--- config.mk ---
export PLATFORM = sky130hd
export DESIGN_NAME = slave_mailbox
export DESIGN_NICKNAME = d
export VERILOG_FILES = /design/src/rtl/slave_mailbox_pkg.sv /design/src/rtl/mailbox_fifo.sv /design/src/rtl/slave_mailbox.sv
export SDC_FILE = /design/constraint.sdc
export NUM_CORES = 1
export LEC_CHECK = 0
export CAP_MARGIN = 20
export CELL_PAD_IN_SITES_DETAIL_PLACEMENT = 1
export CELL_PAD_IN_SITES_GLOBAL_PLACEMENT = 1
export CORE_ASPECT_RATIO = 0.8
export CORE_MARGIN = 1.5
export CORE_UTILIZATION = 50
export DETAILED_ROUTE_END_ITERATION = 12
export GPL_TIMING_DRIVEN = 0
export PLACE_DENSITY_LB_ADDON = 0.12
export SYNTH_ARGS = -nofsm -noshare
export SYNTH_HDL_FRONTEND = slang
export SYNTH_SLANG_ARGS = --single-unit
--- constraint.sdc ---
create_clock -name clk -period 6.23 [get_ports clk]
set_clock_uncertainty 0.15 [all_clocks]
set_input_delay 0.9345 -clock clk [delete_from_list [all_inputs] [get_ports clk]]
set_output_delay 0.9345 -clock clk [all_outputs]
set_load 0.05 [all_outputs]
--- src/rtl/slave_mailbox_pkg.sv ---
// Shared definitions for the slave mailbox: register offsets, FSM states,
// STATUS/CONTROL bit positions and the captured-request struct.
package slave_mailbox_pkg;

  localparam logic [1:0] REG_DATA   = 2'd0;
  localparam logic [1:0] REG_STATUS = 2'd1;
  localparam logic [1:0] REG_CTRL   = 2'd2;
  localparam logic [1:0] REG_RSVD   = 2'd3;

  localparam int ST_EMPTY_BIT = 9;
  localparam int ST_FULL_BIT  = 10;
  localparam int ST_OVF_BIT   = 11;
  localparam int ST_UDF_BIT   = 12;

  localparam int CTL_FLUSH_BIT = 0;
  localparam int CTL_CLR_BIT   = 1;

  typedef enum logic [1:0] {
    ST_IDLE = 2'd0,
    ST_WAIT = 2'd1,
    ST_ACK  = 2'd2
  } mbox_state_t;

  typedef struct packed {
    logic [1:0]  sel;
    logic        wr;
    logic [31:0] wdata;
  } mbox_req_t;

endpackage

--- src/rtl/mailbox_fifo.sv ---
// Mailbox storage: DEPTH-entry circular FIFO with push/pop/flush.
// Illegal pushes (full) and pops (empty) are silently ignored here.
module mailbox_fifo #(
  parameter int DEPTH = 8,
  localparam int AW = $clog2(DEPTH)
) (
  input  logic        clk,
  input  logic        resetn,
  input  logic        push,
  input  logic        pop,
  input  logic        flush,
  input  logic [31:0] wdata,
  output logic [31:0] head,
  output logic        full,
  output logic        empty,
  output logic [AW:0] count,
  output logic [AW:0] count_nxt
);

  localparam logic [AW:0] FULL_CNT = DEPTH[AW:0];

  logic [31:0]   mem [DEPTH];
  logic [AW-1:0] wptr, rptr;
  logic          do_push, do_pop;

  assign full    = (count == FULL_CNT);
  assign empty   = (count == '0);
  assign do_push = push & ~full;
  assign do_pop  = pop & ~empty;
  assign head    = mem[rptr];

  always_comb begin
    count_nxt = count;
    if (flush)                  count_nxt = '0;
    else if (do_push && !do_pop) count_nxt = count + 1'b1;
    else if (do_pop && !do_push) count_nxt = count - 1'b1;
  end

  always_ff @(posedge clk or negedge resetn) begin
    if (!resetn) begin
      wptr  <= '0;
      rptr  <= '0;
      count <= '0;
    end else begin
      count <= count_nxt;
      if (flush) begin
        wptr <= '0;
        rptr <= '0;
      end else begin
        if (do_push) wptr <= wptr + 1'b1;
        if (do_pop)  rptr <= rptr + 1'b1;
      end
    end
  end

  // Storage is not reset; only pointers/count define validity.
  always_ff @(posedge clk) begin
    if (do_push && !flush) mem[wptr] <= wdata;
  end

endmodule

--- src/rtl/slave_mailbox.sv ---
// Crossbar slave exposing a mailbox FIFO with DATA/STATUS/CONTROL registers.
// Optional registered interrupt output mbox_irq under SLAVE_MAILBOX_IRQ_EN.
module slave_mailbox #(
  parameter int DEPTH       = 8,
  parameter int WAIT_CYCLES = 1
) (
  input  logic        clk,
  input  logic        resetn,
  input  logic        slave_req,
  input  logic [31:0] slave_addr,
  input  logic        slave_cmd,
  input  logic [31:0] slave_wdata,
  output logic        slave_ack,
  output logic [31:0] slave_rdata
`ifdef SLAVE_MAILBOX_IRQ_EN
  ,
  output logic        mbox_irq
`endif
);
  import slave_mailbox_pkg::*;

  localparam int AW = $clog2(DEPTH);

  mbox_state_t state, state_nxt;
  logic [3:0]  wcnt, wcnt_nxt;
  mbox_req_t   req_q, req_nxt;
  logic        ovf, udf, ovf_nxt, udf_nxt;
  logic        done, push, pop, flush, clr;
  logic [31:0] head, rdata_mux;
  logic        full, empty;
  logic [AW:0] count, count_nxt;
  logic        unused_addr;

  assign unused_addr = ^{slave_addr[31:4], slave_addr[1:0]};

  always_ff @(posedge clk or negedge resetn) begin
    if (!resetn) begin
      state <= ST_IDLE;
      wcnt  <= '0;
      req_q <= '0;
      ovf   <= 1'b0;
      udf   <= 1'b0;
    end else begin
      state <= state_nxt;
      wcnt  <= wcnt_nxt;
      req_q <= req_nxt;
      ovf   <= ovf_nxt;
      udf   <= udf_nxt;
    end
  end

  always_comb begin
    state_nxt = state;
    wcnt_nxt  = wcnt;
    req_nxt   = req_q;
    case (state)
      ST_IDLE: if (slave_req) begin
        req_nxt   = '{sel: slave_addr[3:2], wr: slave_cmd, wdata: slave_wdata};
        wcnt_nxt  = WAIT_CYCLES[3:0];
        state_nxt = (WAIT_CYCLES == 0) ? ST_ACK : ST_WAIT;
      end
      ST_WAIT: begin
        wcnt_nxt = wcnt - 4'd1;
        if (wcnt <= 4'd1) state_nxt = ST_ACK;
      end
      ST_ACK:  state_nxt = ST_IDLE;
      default: state_nxt = ST_IDLE;
    endcase
  end

  // All side effects fire on the single edge that leaves ACK.
  assign done  = (state == ST_ACK);
  assign push  = done &  req_q.wr & (req_q.sel == REG_DATA);
  assign pop   = done & ~req_q.wr & (req_q.sel == REG_DATA);
  assign flush = done &  req_q.wr & (req_q.sel == REG_CTRL) & req_q.wdata[CTL_FLUSH_BIT];
  assign clr   = done &  req_q.wr & (req_q.sel == REG_CTRL) & req_q.wdata[CTL_CLR_BIT];

  assign ovf_nxt = clr ? 1'b0 : (ovf | (push & full));
  assign udf_nxt = clr ? 1'b0 : (udf | (pop & empty));

  mailbox_fifo #(.DEPTH(DEPTH)) u_fifo (
    .clk      (clk),
    .resetn   (resetn),
    .push     (push),
    .pop      (pop),
    .flush    (flush),
    .wdata    (req_q.wdata),
    .head     (head),
    .full     (full),
    .empty    (empty),
    .count    (count),
    .count_nxt(count_nxt)
  );

  always_comb begin
    rdata_mux = '0;
    if (!req_q.wr) begin
      case (req_q.sel)
        REG_DATA:   rdata_mux = empty ? 32'd0 : head;
        REG_STATUS: begin
          rdata_mux[8:0]         = 9'(count);
          rdata_mux[ST_EMPTY_BIT] = empty;
          rdata_mux[ST_FULL_BIT]  = full;
          rdata_mux[ST_OVF_BIT]   = ovf;
          rdata_mux[ST_UDF_BIT]   = udf;
        end
        default:    rdata_mux = '0;
      endcase
    end
  end

  assign slave_ack   = done;
  assign slave_rdata = done ? rdata_mux : 32'd0;

`ifdef SLAVE_MAILBOX_IRQ_EN
  // Driven from next-state values so irq tracks the edge that applies the side effect.
  always_ff @(posedge clk or negedge resetn) begin
    if (!resetn) mbox_irq <= 1'b0;
    else         mbox_irq <= (count_nxt != '0) | ovf_nxt | udf_nxt;
  end
`else
  logic unused_cnt;
  assign unused_cnt = ^count_nxt;
`endif

endmodule

==> impl_metrics.py, run 1 <==
metrics = {
    "placed_design": {
        "hpwlAfterDp_um": 19400,
        "portBuffers": 70,
        "finalWeightedCongestion": 0.749,
        "place_inst": 1091,
        "place_ws_ns": 2.24,
    },
    "routing": {
        "drc": 0,
        "met3_length_um": 1210,
        "ant_nets": 0,
        "drtPass1Iterations": 4,
        "met2_length_um": 15100,
        "viasPerCell": 5.68,
        "vias": 6526,
        "wl_met1_um": 12200,
        "drtIter0Drc": 533,
        "wl_um": 28900,
        "maxUsedRoutingLayer": "met4",
        "wl_per_cell_um": 25.2,
    },
    "clock_tree": {
        "clk_pin_slew_ns": 0.06,
        "cts.repair.resized": 0,
        "hold_buffers": 0,
        "clkLatencyLatePin_ns": 0.54,
        "tritoncts": "yes",
        "clockBufferDepth": 3,
        "cts_root_buffer": "clkbuf_16",
        "htree_levels": 1,
        "cts.sinks": 309,
        "post-cts-setup-buffers": 0,
        "cts_buffers": 31,
    },
    "pwr": {
        "pwr-share-comb": 0.197,
        "power_per_cell_area_nw_per_um2": 407,
        "clockPowerShare": 0.306,
        "switchingPower_mw": 1.72,
        "ir_drop_mv": 0.216,
        "p_leak_nw": 5.03,
        "power_frac_seq": 0.497,
        "sw_frac_of_total": 0.290,
        "p_int_mw": 4.21,
    },
    "setup_path": {
        "required_ns": 5.15,
        "cp_max_fo": 10,
        "worst_setup_path_start_kind": "flip-flop",
        "crit_path_end_kind": "output pin",
        "crit_arrival_ns": 3.43,
        "criticalPathCategory": "reg -> out",
    },
    "grt": {
        "grt_pass1_vias": 7115,
        "track_usage": 0.241,
        "grt_max_degree": 54,
        "gr-total-overflow": 0,
        "antenna_found_initial": 0,
        "grt_pass1_wl_um": 44200,
    },
    "logic_synthesis": {
        "yosys_warnings": 0,
        "ys_seq_area_frac": 0.742,
        "yosysTopAreaCellShare": 0.633,
        "synth_cell_types": 42,
        "synth_largest_area_cell": "edfxtp_1",
        "syn_inst": 678,
        "avgSynthCellArea_um2": 17.9,
        "syn_area_um2": 12100,
        "ys_seq_elements": 309,
        "synth_fp_nets": 753,
        "synth_area_leaders": "edfxtp_1 63%, mux4_2 12%, dfrtp_1 11%, nand2_1 3.8%, mux2i_1 2.6%",
    },
    "worst_hold_path": {
        "min_path_type": "in -> async",
    },
    "floorplanning": {
        "die_x_um": 177,
        "dieArea_um2": 25200,
        "die_y_um": 142,
        "initial_core_util": 0.514,
        "rows": 50,
        "io_pins": 101,
        "core-area_um2": 23600,
    },
    "cells_and_area": {
        "final_cell_mix": "256 x edfxtp_1, 123 x nand2_1, 69 x clkdlybuf4s50_1",
        "area_growth_pct": 20.1,
        "nNetsFinal": 888,
        "layout_commonest_cell": "edfxtp_1",
        "fillCellCount": 2110,
        "antenna_cells": 0,
        "drive_gt1_frac": 0.206,
        "stdcell_count": 1148,
        "postLayoutCoreUtil": 0.617,
    },
    "sta": {
        "slew_viol_final": 0,
        "clock.fmax_ghz": 0.222,
        "fin_crit_sh": 0.724,
        "timing.final.ws_setup_ns": 1.72,
        "worst_pin_slew_ns": 1.08,
        "relSlewSlack": 0.275,
        "fin_crit_ns": 4.51,
        "setup_viol_count_final": 0,
        "rsz0062_at_grt": "no",
        "hold_viol_final": 0,
    },
    "status": {
        "status": "finished clean",
    },
    "run": {
        "cap_violations": 0,
    },
}
-- logic make-up (layout without fill, tap and decap cells) --
logic type / Yosys count / in the layout / synth area share
DFF: 309 / 309 / 0.742
and+or+nand+nor: 192 / 192 / 0.0691
muxes: 97 / 97 / 0.147
buffers and inverters: 40 / 198 / 0.0159
AOI/OAI and AO/OA: 30 / 30 / 0.0161
adders and majority gates: 7 / 7 / 0.00783
xor gates and xnor gates: 3 / 3 / 0.00216
-- synthesized netlist by cell type, drive strengths merged --
master     n
nand2    124
or4b       1
inv        6
nand3      6
or3        4
or4        1
a31oi      1
and2       2
and2b      1
a21boi     1
or3b       1
fa         1
and4bb     1
or2b       1
a2bb2oi    1
clkbuf    12
a211o      1
mux2i     33
and3       1
nor4b      5
nor3b      2
dfrtp     53
buf       22
nor4       3
xnor2      2
nor2      31
nand4      3
nand3b     1
o21ai     18
o21bai     1
nor3       4
mux4      64
ha         6
a21oi      6
xor2       1
edfxtp   256
a21o       1
-- power by group through the flow --
| stage | clock (mW) | combinational [mW] | sequential [mW] |
|---|---|---|---|
| after floorplan | 0 | 0.823 | 2.87 |
| after global placement | 0 | 1.11 | 2.93 |
| after detailed placement | 0 | 1.18 | 2.99 |
| after CTS | 1.84 | 1.19 | 2.95 |
| after global routing | 1.92 | 1.28 | 2.99 |
| final | 1.81 | 1.17 | 2.95 |
-- final timing paths --
path                                      from               end  slack, ns  cells after the start
max in group asynchronous               resetn          req_q[8]       5.05                      1
worst max-delay path            u_fifo.rptr[2]   slave_rdata[28]       1.72                      5
worst min register to register         wcnt[3]          state[1]       0.36                      1
worst min-delay path                    resetn          req_q[1]       0.34                      1
min in group clk                       wcnt[3]          state[1]       0.36                      1
worst max register to register        state[0]  u_fifo.mem[4][8]       2.77                      7
-- area by class of cell --
type,count,area [µm²],share of cell area
Buffer,34,170,0.0117
Clock buffer,43,861,0.0590
Clock inverter,13,136,0.00935
Inverter,6,22.5,0.00154
Multi-Input combinational cell,329,2990,0.205
Sequential cell,309,9010,0.618
Tap cell,312,390,0.0268
Timing Repair Buffer,102,1000,0.0689
-- flip-flops by register name, summed over array words and instances, names as in the netlist --
| name | count |
|---|---|
| ovf | 1 |
| req_q | 35 |
| state | 2 |
| u_fifo.count | 4 |
| u_fifo.mem | 256 |
| u_fifo.rptr | 3 |
| u_fifo.wptr | 3 |
| udf | 1 |
| wcnt | 4 |
-- metal layers --
metal | vias up | track usage
met5 | - | 0
met4 | 0 | 0.0491
met3 | 35 | 0.0318
met2 | 152 | 0.426
met1 | 3459 | 0.323
li1 | 2880 | -
-- worst max-delay path, cell delays in order, from the launching register on --
cell and delay (ns):
dfrtp_1 0.35, clkbuf_1 0.48, clkbuf_1 0.79, mux2i_1 0.22, nor2_1 0.20, clkdlybuf4s50_1 0.84
-- through the flow --
step / area [µm²] / setup TNS [ns] / total power [mW] / hold WS [ns]
2_1_floorplan: 12100 / 0 / 3.69 / 0.302
3_3_place_gp: 13200 / -350.84 / 4.04 / 0.317
3_5_place_dp: 13600 / 0 / 4.17 / 0.347
4_1_cts: 14600 / 0 / 5.98 / 0.349
5_1_grt: 14600 / 0 / 6.19 / 0.379
6_report: 14600 / 0 / 5.94 / 0.336
Power figures use the tool's default switching activity.
==> run 2, diff against run 1 <==
clock period = 4.32 ns   (was 6.23 ns; I/O delays follow)
==> run 2 against run 1 <==
Compared with the run above:
- register-to-register slack lost 2.0 ns
- count of clock-buffer cells in the layout fell by 9
- routed wire length grew 3.4%
- first-iteration DRC count down 6.6%
- critical path type unchanged
- worst setup slack lost 1.6 ns
- non-clock buffer count down 7
- clock power rose by 45%
- core utilization grew 0.37 points
- worst hold slack worse by 0.26 ns
- cell count decreased by 0.70%
- power up 45%
- largest cell class unchanged
- via count increased by 2.2%
==> impl_metrics.py, run 2 (synthesis results as in run 1) <==
metrics = {
    "floorplanning": {
        "core-area_um2": 23600,
        "initial_core_util": 0.514,
        "rows": 50,
        "dieArea_um2": 25200,
        "io_pins": 101,
        "die_x_um": 177,
        "die_y_um": 142,
    },
    "worst_hold_path": {
        "min_path_type": "in -> async",
    },
    "cells_and_area": {
        "nNetsFinal": 880,
        "fin_area_um2": 14700,
        "drive_gt1_frac": 0.208,
        "stdcell_count": 1140,
        "area_growth_pct": 20.8,
        "antenna_cells": 0,
        "layout_commonest_cell": "edfxtp_1",
        "max_flop_register": "u_fifo.mem",
        "largest_register_ffs": 256,
        "reg.largest.list": "u_fifo.mem x256, req_q x35",
        "final_cell_mix": "256 x edfxtp_1, 123 x nand2_1, 69 x clkdlybuf4s50_1",
    },
    "clock_tree": {
        "hold_buffers": 0,
        "tritoncts": "yes",
        "cts_buffers": 30,
        "cts.sinks": 309,
        "clockBufferDepth": 3,
        "clkLatencyLatePin_ns": 0.55,
        "post-cts-setup-buffers": 0,
        "cts.repair.resized": 0,
        "cts_root_buffer": "clkbuf_16",
        "clk_pin_slew_ns": 0.06,
        "htree_levels": 1,
    },
    "grt": {
        "antenna_found_initial": 0,
        "track_usage": 0.250,
        "grt_max_degree": 54,
        "grt_pass1_vias": 7327,
        "gr-total-overflow": 0,
        "grt_pass1_wl_um": 45500,
    },
    "setup_path": {
        "crit_path_end_kind": "output pin",
        "cp_max_fo": 10,
        "crit_arrival_ns": 3.36,
        "rrSetupSlack_ns": 0.81,
        "required_ns": 3.52,
        "worst_setup_path_start_kind": "flip-flop",
        "criticalPathCategory": "reg -> out",
        "reg2reg_depth": 8,
    },
    "placed_design": {
        "place_inst": 1084,
        "hpwlAfterDp_um": 19700,
        "finalWeightedCongestion": 0.769,
        "portBuffers": 70,
        "place_area_um2": 13700,
    },
    "sta": {
        "clock.fmax_ghz": 0.240,
        "hold_viol_final": 0,
        "setup_viol_count_final": 0,
        "worst_pin_slew_ns": 1.07,
        "slew_viol_final": 0,
        "rsz0062_at_grt": "no",
        "fin_crit_sh": 0.963,
        "fin_crit_ns": 4.16,
        "relSlewSlack": 0.281,
        "hold_slack_ns": 0.0794,
    },
    "run": {
        "cap_violations": 0,
    },
    "pwr": {
        "power_per_cell_area_nw_per_um2": 587,
        "switchingPower_mw": 2.58,
        "sw_frac_of_total": 0.299,
        "power_frac_seq": 0.496,
        "ir_drop_mv": 0.326,
        "p_int_mw": 6.03,
        "clockPowerShare": 0.304,
        "p_leak_nw": 5.02,
        "pwr-share-comb": 0.199,
    },
    "routing": {
        "ant_nets": 0,
        "drc": 0,
        "wl_per_cell_um": 26.3,
        "drtIter0Drc": 498,
        "wl_um": 29900,
        "drtPass1Iterations": 5,
        "vias": 6672,
        "viasPerCell": 5.85,
    },
    "status": {
        "status": "finished clean",
    },
}
## run 2: final cells by class
| cell class | count | area, µm² |
|---|---|---|
| clock buffers | 34 | 797 |
| plain buffers | 34 | 170 |
| multi-input cells | 329 | 3030 |
| inverters | 6 | 22.5 |
| flip-flops and latches | 309 | 9010 |
| well taps | 312 | 390 |
| fillers | 2087 | 8970 |
| clock inverters | 21 | 194 |
| repair buffers | 95 | 1060 |
## run 2: power groups by stage
| stage | registers [mW] | logic, mW | clock network, mW |
|---|---|---|---|
| floorplan | 4.14 | 1.19 | 0 |
| finish | 4.27 | 1.72 | 2.62 |
| detailed placement | 4.32 | 1.71 | 0 |
| global placement | 4.23 | 1.61 | 0 |
| global route | 4.33 | 1.89 | 2.76 |
| CTS | 4.26 | 1.74 | 2.65 |
## run 2: worst max-delay path: stages, from the launching register on
cell	delay, ns
dfrtp_1	0.37
buf_2	0.28
buf_1	0.72
mux4_2	0.35
mux2i_1	0.07
nor2_1	0.20
clkdlybuf4s50_1	0.83
## run 2: per-layer routing
metal  wire length, µm  global-route usage  up-vias
met5                 0                   0        -
met4               636              0.0694        0
met3              1320              0.0377       52
met2             15000               0.419      208
met1             12900               0.344     3543
li1                  -                   -     2869
## run 2: stage by stage
stage / power, mW / setup TNS (ns) / setup WS (ns) / utilization
after floorplan: 5.33 / -0.238 / -0.00743 / -
after global placement: 5.84 / -379.86 / -2.70 / 0.561
after detailed placement: 6.04 / 0 / 0.661 / 0.578
after CTS: 8.65 / 0 / 0.0564 / 0.620
after global routing: 8.97 / 0 / 0.00388 / 0.620
final: 8.61 / 0 / 0.160 / 0.620
## run 2: worst paths after layout
check / to / from
max: slave_rdata[18] / u_fifo.rptr[1]
min: req_q[10] / resetn
max reg2reg: u_fifo.mem[3][17] / state[0]
min reg2reg: state[1] / wcnt[3]
max in group asynchronous: req_q[19] / resetn
min in group clk: state[1] / wcnt[3]
==> run 3, diff against run 2 <==
GPL_TIMING_DRIVEN = not set   (was 0)
==> run 3 against run 2 <==
Compared with the run above:
- non-clock buffer count down 35
- critical path depth down 1
- global-route usage down 1.8 points
- critical endpoint is now slave_rdata[0]
- largest cell class unchanged
- largest power group unchanged
==> impl_metrics.py, run 3 (synthesis results as in run 1) <==
metrics = {
    "sta": {
        "hold_viol_final": 0,
        "clock.fmax_ghz": 0.255,
        "setup_viol_count_final": 0,
        "slew_viol_final": 0,
        "hold_slack_ns": 0.0935,
        "timing.final.ws_setup_ns": 0.404,
        "fin_crit_sh": 0.907,
        "fin_crit_ns": 3.92,
        "worst_pin_slew_ns": 1.06,
        "rsz0062_at_grt": "no",
        "relSlewSlack": 0.289,
        "fin_setup_tns_ns": 0,
    },
    "pwr": {
        "switchingPower_mw": 2.46,
        "p_total_mw": 8.54,
        "sw_frac_of_total": 0.288,
        "power_frac_seq": 0.509,
        "p_int_mw": 6.08,
        "ir_drop_mv": 0.326,
        "power_per_cell_area_nw_per_um2": 596,
        "p_leak_nw": 4.96,
        "clockPowerShare": 0.311,
        "pwr-share-comb": 0.180,
    },
    "clock_tree": {
        "tritoncts": "yes",
        "htree_levels": 1,
        "clkLatencyLatePin_ns": 0.57,
        "clk_pin_slew_ns": 0.06,
        "post-cts-setup-buffers": 0,
        "hold_buffers": 0,
        "cts.repair.resized": 0,
        "clockBufferDepth": 3,
        "cts_root_buffer": "clkbuf_16",
        "cts_buffers": 31,
        "cts.sinks": 309,
    },
    "floorplanning": {
        "core-area_um2": 23600,
        "initial_core_util": 0.514,
        "die_y_um": 142,
        "rows": 50,
        "dieArea_um2": 25200,
        "io_pins": 101,
        "die_x_um": 177,
    },
    "cells_and_area": {
        "final_cell_mix": "256 x edfxtp_1, 123 x nand2_1, 64 x mux4_2",
        "layout_commonest_cell": "edfxtp_1",
        "fillCellCount": 2097,
        "antenna_cells": 0,
        "max_flop_register": "u_fifo.mem",
        "reg.largest.list": "u_fifo.mem x256, req_q x35",
        "area_growth_pct": 17.8,
        "nNetsFinal": 846,
        "postLayoutCoreUtil": 0.605,
        "drive_gt1_frac": 0.233,
        "stdcell_count": 1107,
        "largest_register_ffs": 256,
        "fin_area_um2": 14300,
    },
    "setup_path": {
        "slowest_stage": "or3_1",
        "r2r-end": "u_fifo.mem[7][0]",
        "crit_buf_inv": 2,
        "criticalPathCategory": "reg -> out",
        "path_cells": "or4b_4 -> or3_1 -> buf_4 -> o21ai_2 -> buf_4",
        "rrSetupSlack_ns": 1.02,
        "critPathMostFrequentCell": "buf_4",
        "crit_path_end_kind": "output pin",
        "slowest_delay_ns": 0.65,
        "crit_arrival_ns": 3.12,
        "required_ns": 3.52,
        "cp_max_fo": 25,
        "r2r-start": "req_q[33]",
        "worst_setup_path_start_kind": "flip-flop",
        "path_delay_family": "simple AND/OR/NAND/NOR gates",
        "reg2reg_depth": 6,
    },
    "placed_design": {
        "place_area_um2": 13300,
        "hpwlAfterDp_um": 15800,
        "place_ws_ns": 0.999,
        "finalWeightedCongestion": 0.745,
        "portBuffers": 70,
        "place_inst": 1050,
    },
    "grt": {
        "antenna_found_initial": 0,
        "grt_pass1_wl_um": 42700,
        "track_usage": 0.232,
        "gr-total-overflow": 0,
        "grt_max_degree": 38,
        "grt_pass1_vias": 7087,
    },
    "routing": {
        "drc": 0,
        "ant_nets": 0,
        "wl_per_cell_um": 24.9,
        "viasPerCell": 5.76,
        "vias": 6373,
        "drtIter0Drc": 417,
        "wl_um": 27600,
        "drtPass1Iterations": 4,
    },
    "status": {
        "status": "finished clean",
    },
    "run": {
        "cap_violations": 0,
    },
    "worst_hold_path": {
        "min_path_type": "in -> async",
    },
}
run 3: changes by cell type in the layout (fill, tap and decap cells not counted), moves of 5 or more:
cell	before	now
buf_2	10	1
clkbuf_8	1	7
clkinv_2	8	3
buf_8	11	0
buf_1	8	0
clkdlybuf4s50_1	69	39
buf_6	13	0
buf_4	2	51
run 3: worst max-delay path by stage:
stage,startpoint,endpoint,slack (ns),cells past startpoint
finish,req_q[34],slave_rdata[0],0.40,5
global route,u_fifo.rptr[0],slave_rdata[15],0.28,5
CTS,req_q[34],slave_rdata[10],0.38,5
detailed placement,req_q[34],slave_rdata[10],1.0,5
global placement,u_fifo.rptr[0],slave_rdata[15],1.03,5
floorplan,state[0],u_fifo.mem[1][0],-0.007,6
run 3: cell type report:
type | count | area (µm²) | area share
flip-flops and latches | 309 | 9020 | 0.630
well taps | 312 | 390 | 0.0273
clock buffers | 49 | 913 | 0.0638
clock inverters | 8 | 103 | 0.00717
inverters | 6 | 22.5 | 0.00157
repair buffers | 94 | 838 | 0.0586
multi-input cells | 329 | 3030 | 0.211
run 3: power groups by stage:
stage                     clock (mW)  sequential [mW]  combinational [mW]
final                           2.65             4.34                1.54
after global routing            2.80             4.42                1.71
after CTS                       2.70             4.34                1.57
after detailed placement           0             4.40                1.54
after global placement             0             4.33                1.49
after floorplan                    0             4.14                1.19
run 3: routing by layer:
| metal | vias to the layer above | share of wire | global-route usage |
|---|---|---|---|
| li1 | 2790 | - | - |
| met1 | 3387 | 0.44 | 0.322 |
| met2 | 158 | 0.50 | 0.394 |
| met3 | 38 | 0.045 | 0.0377 |
| met4 | 0 | 0.014 | 0.0420 |
| met5 | - | 0 | 0 |
